## config.mk

```make
export PLATFORM = sky130hd
export DESIGN_NAME = stream_demux4
export DESIGN_NICKNAME = d
export VERILOG_FILES = /design/src/rtl/stream_demux4.sv
export SDC_FILE = /design/constraint.sdc
export NUM_CORES = 1
export LEC_CHECK = 0
export ABC_AREA = 1
export CORE_MARGIN = 4
export CORE_UTILIZATION = 45
export DETAILED_ROUTE_END_ITERATION = 7
export GPL_TIMING_DRIVEN = 0
export PLACE_DENSITY = 0.75
export SYNTH_ARGS = -nofsm -noshare
export SYNTH_HDL_FRONTEND = slang
export SYNTH_SLANG_ARGS = --single-unit
```

## constraint.sdc

```tcl
create_clock -name clk -period 4.2 [get_ports clk]
set_clock_uncertainty 0.15 [all_clocks]
set_input_delay 0.42 -clock clk [delete_from_list [all_inputs] [get_ports clk]]
set_output_delay 0.42 -clock clk [all_outputs]
set_load 0.01 [all_outputs]
```

## src/rtl/stream_demux4.sv

```systemverilog
// 1-to-4 stream demultiplexer: one tagged valid/ready input routed into four
// single-entry output slots, each with an independent valid/ready handshake.
module stream_demux4 #(
  parameter int WIDTH = 8,
  parameter int CNT_W = 16
) (
  input  logic               clk,
  input  logic               rst_n,
  input  logic               in_valid,
  output logic               in_ready,
  input  logic [WIDTH-1:0]   in_data,
  input  logic [1:0]         in_sel,
  output logic [3:0]         out_valid,
  input  logic [3:0]         out_ready,
  output logic [4*WIDTH-1:0] out_data,
  output logic [CNT_W-1:0]   xfer_count
);

  // state | meaning
  // EMPTY | slot holds no word, out_valid low
  // FULL  | slot holds a word awaiting its consumer
  typedef enum logic {EMPTY = 1'b0, FULL = 1'b1} slot_state_t;

  slot_state_t      state_q [4];
  slot_state_t      state_d [4];
  logic [WIDTH-1:0] slot_q  [4];
  logic [3:0]       load;
  logic [3:0]       drain;
  logic             accept;

  // A full slot can take a new word in the same cycle its consumer drains it.
  assign in_ready = (state_q[in_sel] == EMPTY) | out_ready[in_sel];
  assign accept   = in_valid & in_ready;
  assign drain    = out_valid & out_ready;

  always_comb begin
    load = 4'b0000;
    if (accept) load[in_sel] = 1'b1;
  end

  always_comb begin
    for (int k = 0; k < 4; k++) begin
      state_d[k] = state_q[k];
      if (load[k])       state_d[k] = FULL;
      else if (drain[k]) state_d[k] = EMPTY;
    end
  end

  always_comb begin
    out_valid = 4'b0000;
    for (int k = 0; k < 4; k++) out_valid[k] = (state_q[k] == FULL);
  end

  always_ff @(posedge clk or negedge rst_n) begin
    if (!rst_n) begin
      for (int k = 0; k < 4; k++) state_q[k] <= EMPTY;
    end else begin
      for (int k = 0; k < 4; k++) state_q[k] <= state_d[k];
    end
  end

  // Slot data only changes on a load, so a stalled word stays stable.
  always_ff @(posedge clk or negedge rst_n) begin
    if (!rst_n) begin
      for (int k = 0; k < 4; k++) slot_q[k] <= '0;
    end else begin
      for (int k = 0; k < 4; k++) begin
        if (load[k]) slot_q[k] <= in_data;
      end
    end
  end

  always_ff @(posedge clk or negedge rst_n) begin
    if (!rst_n)      xfer_count <= '0;
    else if (accept) xfer_count <= xfer_count + 1'b1;
  end

  for (genvar g = 0; g < 4; g++) begin : g_out
    assign out_data[g*WIDTH +: WIDTH] = slot_q[g];
  end

endmodule

```

Yosys cells after proc, flatten, opt, wreduce, memory -nomap -nowiden
Cells that the tools add are included.
- bits of input ports: 17
- word-level logic and storage cells: 39
- output and inout port bits: 53
- register bits after elaboration: 52
- add/subtract/negate cells: 1
- reductions and logical operators: 5
- muxes and demuxes: 16
- bitwise logic cells: 5
- order comparisons: 3
- operator list (operator ; number):
    16-bit by 1-bit adder with 16-bit output (second input constant) ; 1
    1-bit two-way mux ; 12
    2-bit nonzero test ; 4
    4-bit bitwise AND ; 1
    1-bit binary-select mux with 2-bit select ; 2
    4-bit two-way mux ; 1
    3-bit >= comparator (second input constant) ; 1
    2-bit by 3-bit < comparator with 1-bit output (second input constant) ; 1
    2-bit inverter with 3-bit output ; 1
    1-bit demux with 2-bit select ; 1
    2-bit by 1-bit >= comparator with 1-bit output (second input constant) ; 1
    1-bit bitwise AND ; 1
    1-bit logical AND ; 1
    1-bit inverter ; 1
    1-bit OR ; 1

Longest topological paths before layout
- depth in word-level cells: 9
- gate-level depth with buffers: 12
- depth with buffers taken out: 10

Worst setup path after synthesis
No wires, ideal clock.
- path kind: input to output
- from: in in_sel[1]
- to: out in_ready
- arrival time: 1.118 ns
- stages: 7
- slack: 2.512 ns
- cells stage by stage: buf_4 nor2_8 nand2_1 nand2_1 nor2_1 nand2_2 buf_2
- longest elaborated chain between the ends: 6
- elaborated cells between the ends (all ways): 8
- those cells by class: mux: 5; bitwise: 3
- ends and longest elaborated chain (element ; RTL line ; source):
    from (decl) ; 12 ; input logic [1:0] in_sel,
    2-bit inverter with 3-bit output (not written as such) ; 32 ; assign in_ready = (state_q[in_sel] == EMPTY) | out_ready[in_sel];
    1-bit binary-select mux with 2-bit select ; 32 ;
    1-bit two-way mux (not written as such) (2 in series) ; 32 ;
    1-bit inverter ; 32 ;
    1-bit OR * ; 32 ;
    to (decl) ; 10 ; output logic in_ready,
Mark *: on every way between the ends. The rest lies on a longest branch, timed or not. The select of a mux whose other input is x is not followed.

Final worst setup path
- from: in out_ready[3]
- to: out in_ready
- longest elaborated chain between the ends: 3
- ends and longest elaborated chain (element ; RTL line ; source):
    from (decl) ; 14 ; input logic [3:0] out_ready,
    1-bit binary-select mux with 2-bit select ; 32 ;
    1-bit two-way mux (not written as such) ; 32 ;
    1-bit OR ; 32 ;
No other way between the ends. The select of a mux whose other input is x is not followed.

==> out/qor.csv <==
stage;metric;value;unit
clock_network;clock root buffer;clkbuf_8;
placed_design;gp weighted congestion;0.821;
sta;RSZ-0062 raised after global routing;false;
worst_setup_path;kind of cell adding the most delay to the critical path;buffers and inverters;
die;Die Ht;83.7;µm
run_status;status;completed;
placed_design;pre-CTS setup slack;1.68;ns
sta;Max-Slew Margin vs Limit;58.9;%
yosys;Seq cells post-synth;52;
grt;Overflow after GRT;0;
route;initial drt markers;177;
clock_network;clock latency on the worst-skew pair;0.31;ns
sta;count of final max-slew check failures;0;
yosys;Synth area leaders;dfrtp_1 (50%), nand2_1 (22%), nand4_1 (9.2%);
yosys;Main synth FF type;dfrtp_1;
route;ANT nets after route;0;
sta;Slew @ Worst Pin;0.614;ns
yosys;Post-Syn Instances;322;
route;total vias in the final route;2398;
die;DIE AREA;0.00701;mm²
clock_network;CTS Buf Count;5;
placed_design;Post-DP HPWL;4920;µm
die;IO Pins;70;
yosys;post-synth top area cell;dfrtp_1;
worst_setup_path;R2R depth;8;
worst_setup_path;largest fanout on the critical path;10;
hold_path;hold path startpoint;in_sel[0];
flow_run;max-cap violations;0;
layout;final net count;416;
die;initial core utilization;46.6;%
hold_path;WHS Path Cells;4;
layout;diodes inserted;0;
power;PD cells;402;mW/mm²
sta;final setup TNS;0;ns
grt;number of global-route vias before repair;2313;
yosys;Synth Net Count;340;
route;final wirelength;6580;µm
die;chip width;83.7;µm
worst_setup_path;Buf/Inv on CP;3;
grt;largest net degree at the start of global routing;29;
grt;global-route wire length before repair;11200;µm
sta;Peak Freq;395;MHz
grt;Tot GR Track Use;19.8;%
route;number of remaining DRC errors;0;
worst_setup_path;Largest stage delay, worst path;0.57;ns
yosys;top cells by count, synth;nand2_1 (149), dfrtp_1 (52), nand4_1 (38);
clock_network;Clock transition at path regs;0.09;ns
yosys;post-synth cell types;19;
die;row cnt;27;
worst_setup_path;Worst EP required;3.63;ns
die;core area;0.00554;mm²
worst_setup_path;Critical Path Most Common Cell;clkdlybuf4s50_1;
worst_setup_path;Critical Path End Type;output pin;
worst_setup_path;flop-to-flop setup slack;2.49;ns
clock_network;PostCTS Resize Cnt;0;
sta;worst setup margin;1.67;ns
worst_setup_path;RR Endpoint;xfer_count[14]$_DFFE_PN0P_;
yosys;post-synth top area share;50.4;%
route;Vias/cell;5.10;
sta;Hold Fails Final Rpt;0;
clock_network;H-tree depth;2;
worst_setup_path;Crit Path Class;input port to output pin;
sta;period utilisation layout;60.3;%
layout;Layout area overhead;33.5;%
yosys;Mapped Avg Cell Area;8.01;µm²
clock_network;clk sink count;52;
worst_setup_path;Arr. time, crit path;1.96;ns
yosys;Yosys Warn Count;0;
worst_setup_path;startpoint types;input port;
yosys;EDFF count, synth;0;
yosys;ys async rst share;100;%
layout;share of layout cells above drive strength 1;6.78;%
clock_network;CTS tree;built;
worst_setup_path;Worst Setup EP;in_ready;
yosys;register area share after synthesis;50.4;%
sta;setup violators final;0;
route;drt pass-1 iters;5;
power;worst vdd ir;0.218;mV
yosys;synthesized cell area;0.00258;mm²
worst_setup_path;CP Cell Sequence;clkdlybuf4s50_1 > nand3_1 > nand2_1 > nor2_1 > nand2_2 > buf_2 > clkdlybuf4s50_1;
worst_setup_path;Critical Path Stages;7;
yosys;most frequent cell after synthesis;nand2_1;
layout;Core Util, Final;62.2;%
hold_path;hold crit path type;input port to flop;
placed_design;PortBufs;67;
worst_setup_path;worst r2r src;xfer_count[0]$_DFFE_PN0P_;
worst_setup_path;slowest cell on the critical path;clkdlybuf4s50_1;
power;Leak;1.63;nW
grt;initial antenna violation count;0;
worst_setup_path;Critical Path Source;out_ready[3];
sta;Tmin final;2.53;ns
route;drt wl/cell;14.0;µm
clock_network;clock buffer depth;2;
## state kept, by name (all words and copies together), names as in the netlist
signal      flops
xfer_count     16
out_data       32
out_valid       4
## power by group
group,switching [mW],internal (mW),leakage (nW),total (mW)
logic,0.204,0.235,0.922,0.438
registers,0.0836,0.589,0.668,0.673
clock network,0.161,0.114,0.0410,0.275
total,0.448,0.938,1.63,1.39
## metal layers
layer | track usage (%) | routed length (µm) | vias up
met5 | 0 | 0 | -
met4 | 6.43 | 115 | 0
met3 | 5.53 | 331 | 10
met2 | 30.8 | 3050 | 61
met1 | 26.7 | 3080 | 1130
li1 | - | - | 1197
## worst min path at each step
stage / to / slack [ns]
6_report: out_data[7]$_DFFE_PN0P_ / 0.31
4_1_cts: out_data[7]$_DFFE_PN0P_ / 0.31
3_5_place_dp: out_data[1]$_DFFE_PN0P_ / 0.30
5_1_grt: out_data[7]$_DFFE_PN0P_ / 0.31
3_3_place_gp: out_data[10]$_DFFE_PN0P_ / 0.30
2_1_floorplan: out_data[0]$_DFFE_PN0P_ / -0.03
## stage by stage
step / instances / hold slack, ns / instance area [µm²] / total power [mW]
6_report: 470 / 0.312 / 3440 / 1.39
5_1_grt: 470 / 0.314 / 3440 / 1.47
4_1_cts: 470 / 0.312 / 3440 / 1.40
3_5_place_dp: 462 / 0.304 / 3360 / 1.12
3_3_place_gp: 461 / 0.305 / 3340 / 1.11
2_1_floorplan: 322 / -0.0256 / 2580 / 0.858
## worst register-to-register path, cell delays in order, from the launching register on
cell and delay [ns]:
dfrtp_1 0.48, ha_1 0.28, nand3_1 0.16, nor2_1 0.24
nand3_1 0.10, nand2_1 0.07, nand2_1 0.05, nand2_1 0.06
nand2_1 0.04
## kinds of logic after synthesis
| group | after synthesis | synth area share [%] |
|---|---|---|
| buf+inv | 30 | 6.50 |
| xor+xnor | 7 | 2.38 |
| flops | 52 | 50.4 |
| simple gates | 224 | 38.7 |
| fa+ha+maj | 1 | 0.485 |
| compound gates | 8 | 1.55 |
## layout make-up
cell class	count	area, µm²
sequential	52	1300
clock inverter	1	5.00
multi-input combinational	240	1110
buffer	13	104
tap	72	90.1
timing repair buffer	69	696
inverter	17	63.8
fill	519	2100
clock buffer	6	72.6
## layout by cell type, fill, tap and decap left out, types with 2 or more instances in the layout
cell             count
buf_2                3
buf_4                2
dfrtp_1             52
nand3_1             12
nor2_1              18
buf_6                6
inv_1               14
o21ai_0              8
xnor2_1              6
nand3_2              4
nand2_1            149
nand4_1             38
nand2_2              2
clkdlybuf4s50_1     66
clkbuf_8             5
inv_2                2
clkbuf_1             4
## what timing repair did
item,4_1_cts,5_1_grt
buffers inserted,0,0
hold buffers,1,0
endpoints found under the hold margin,24,0
No activity file was read; power rests on OpenSTA's default activity.
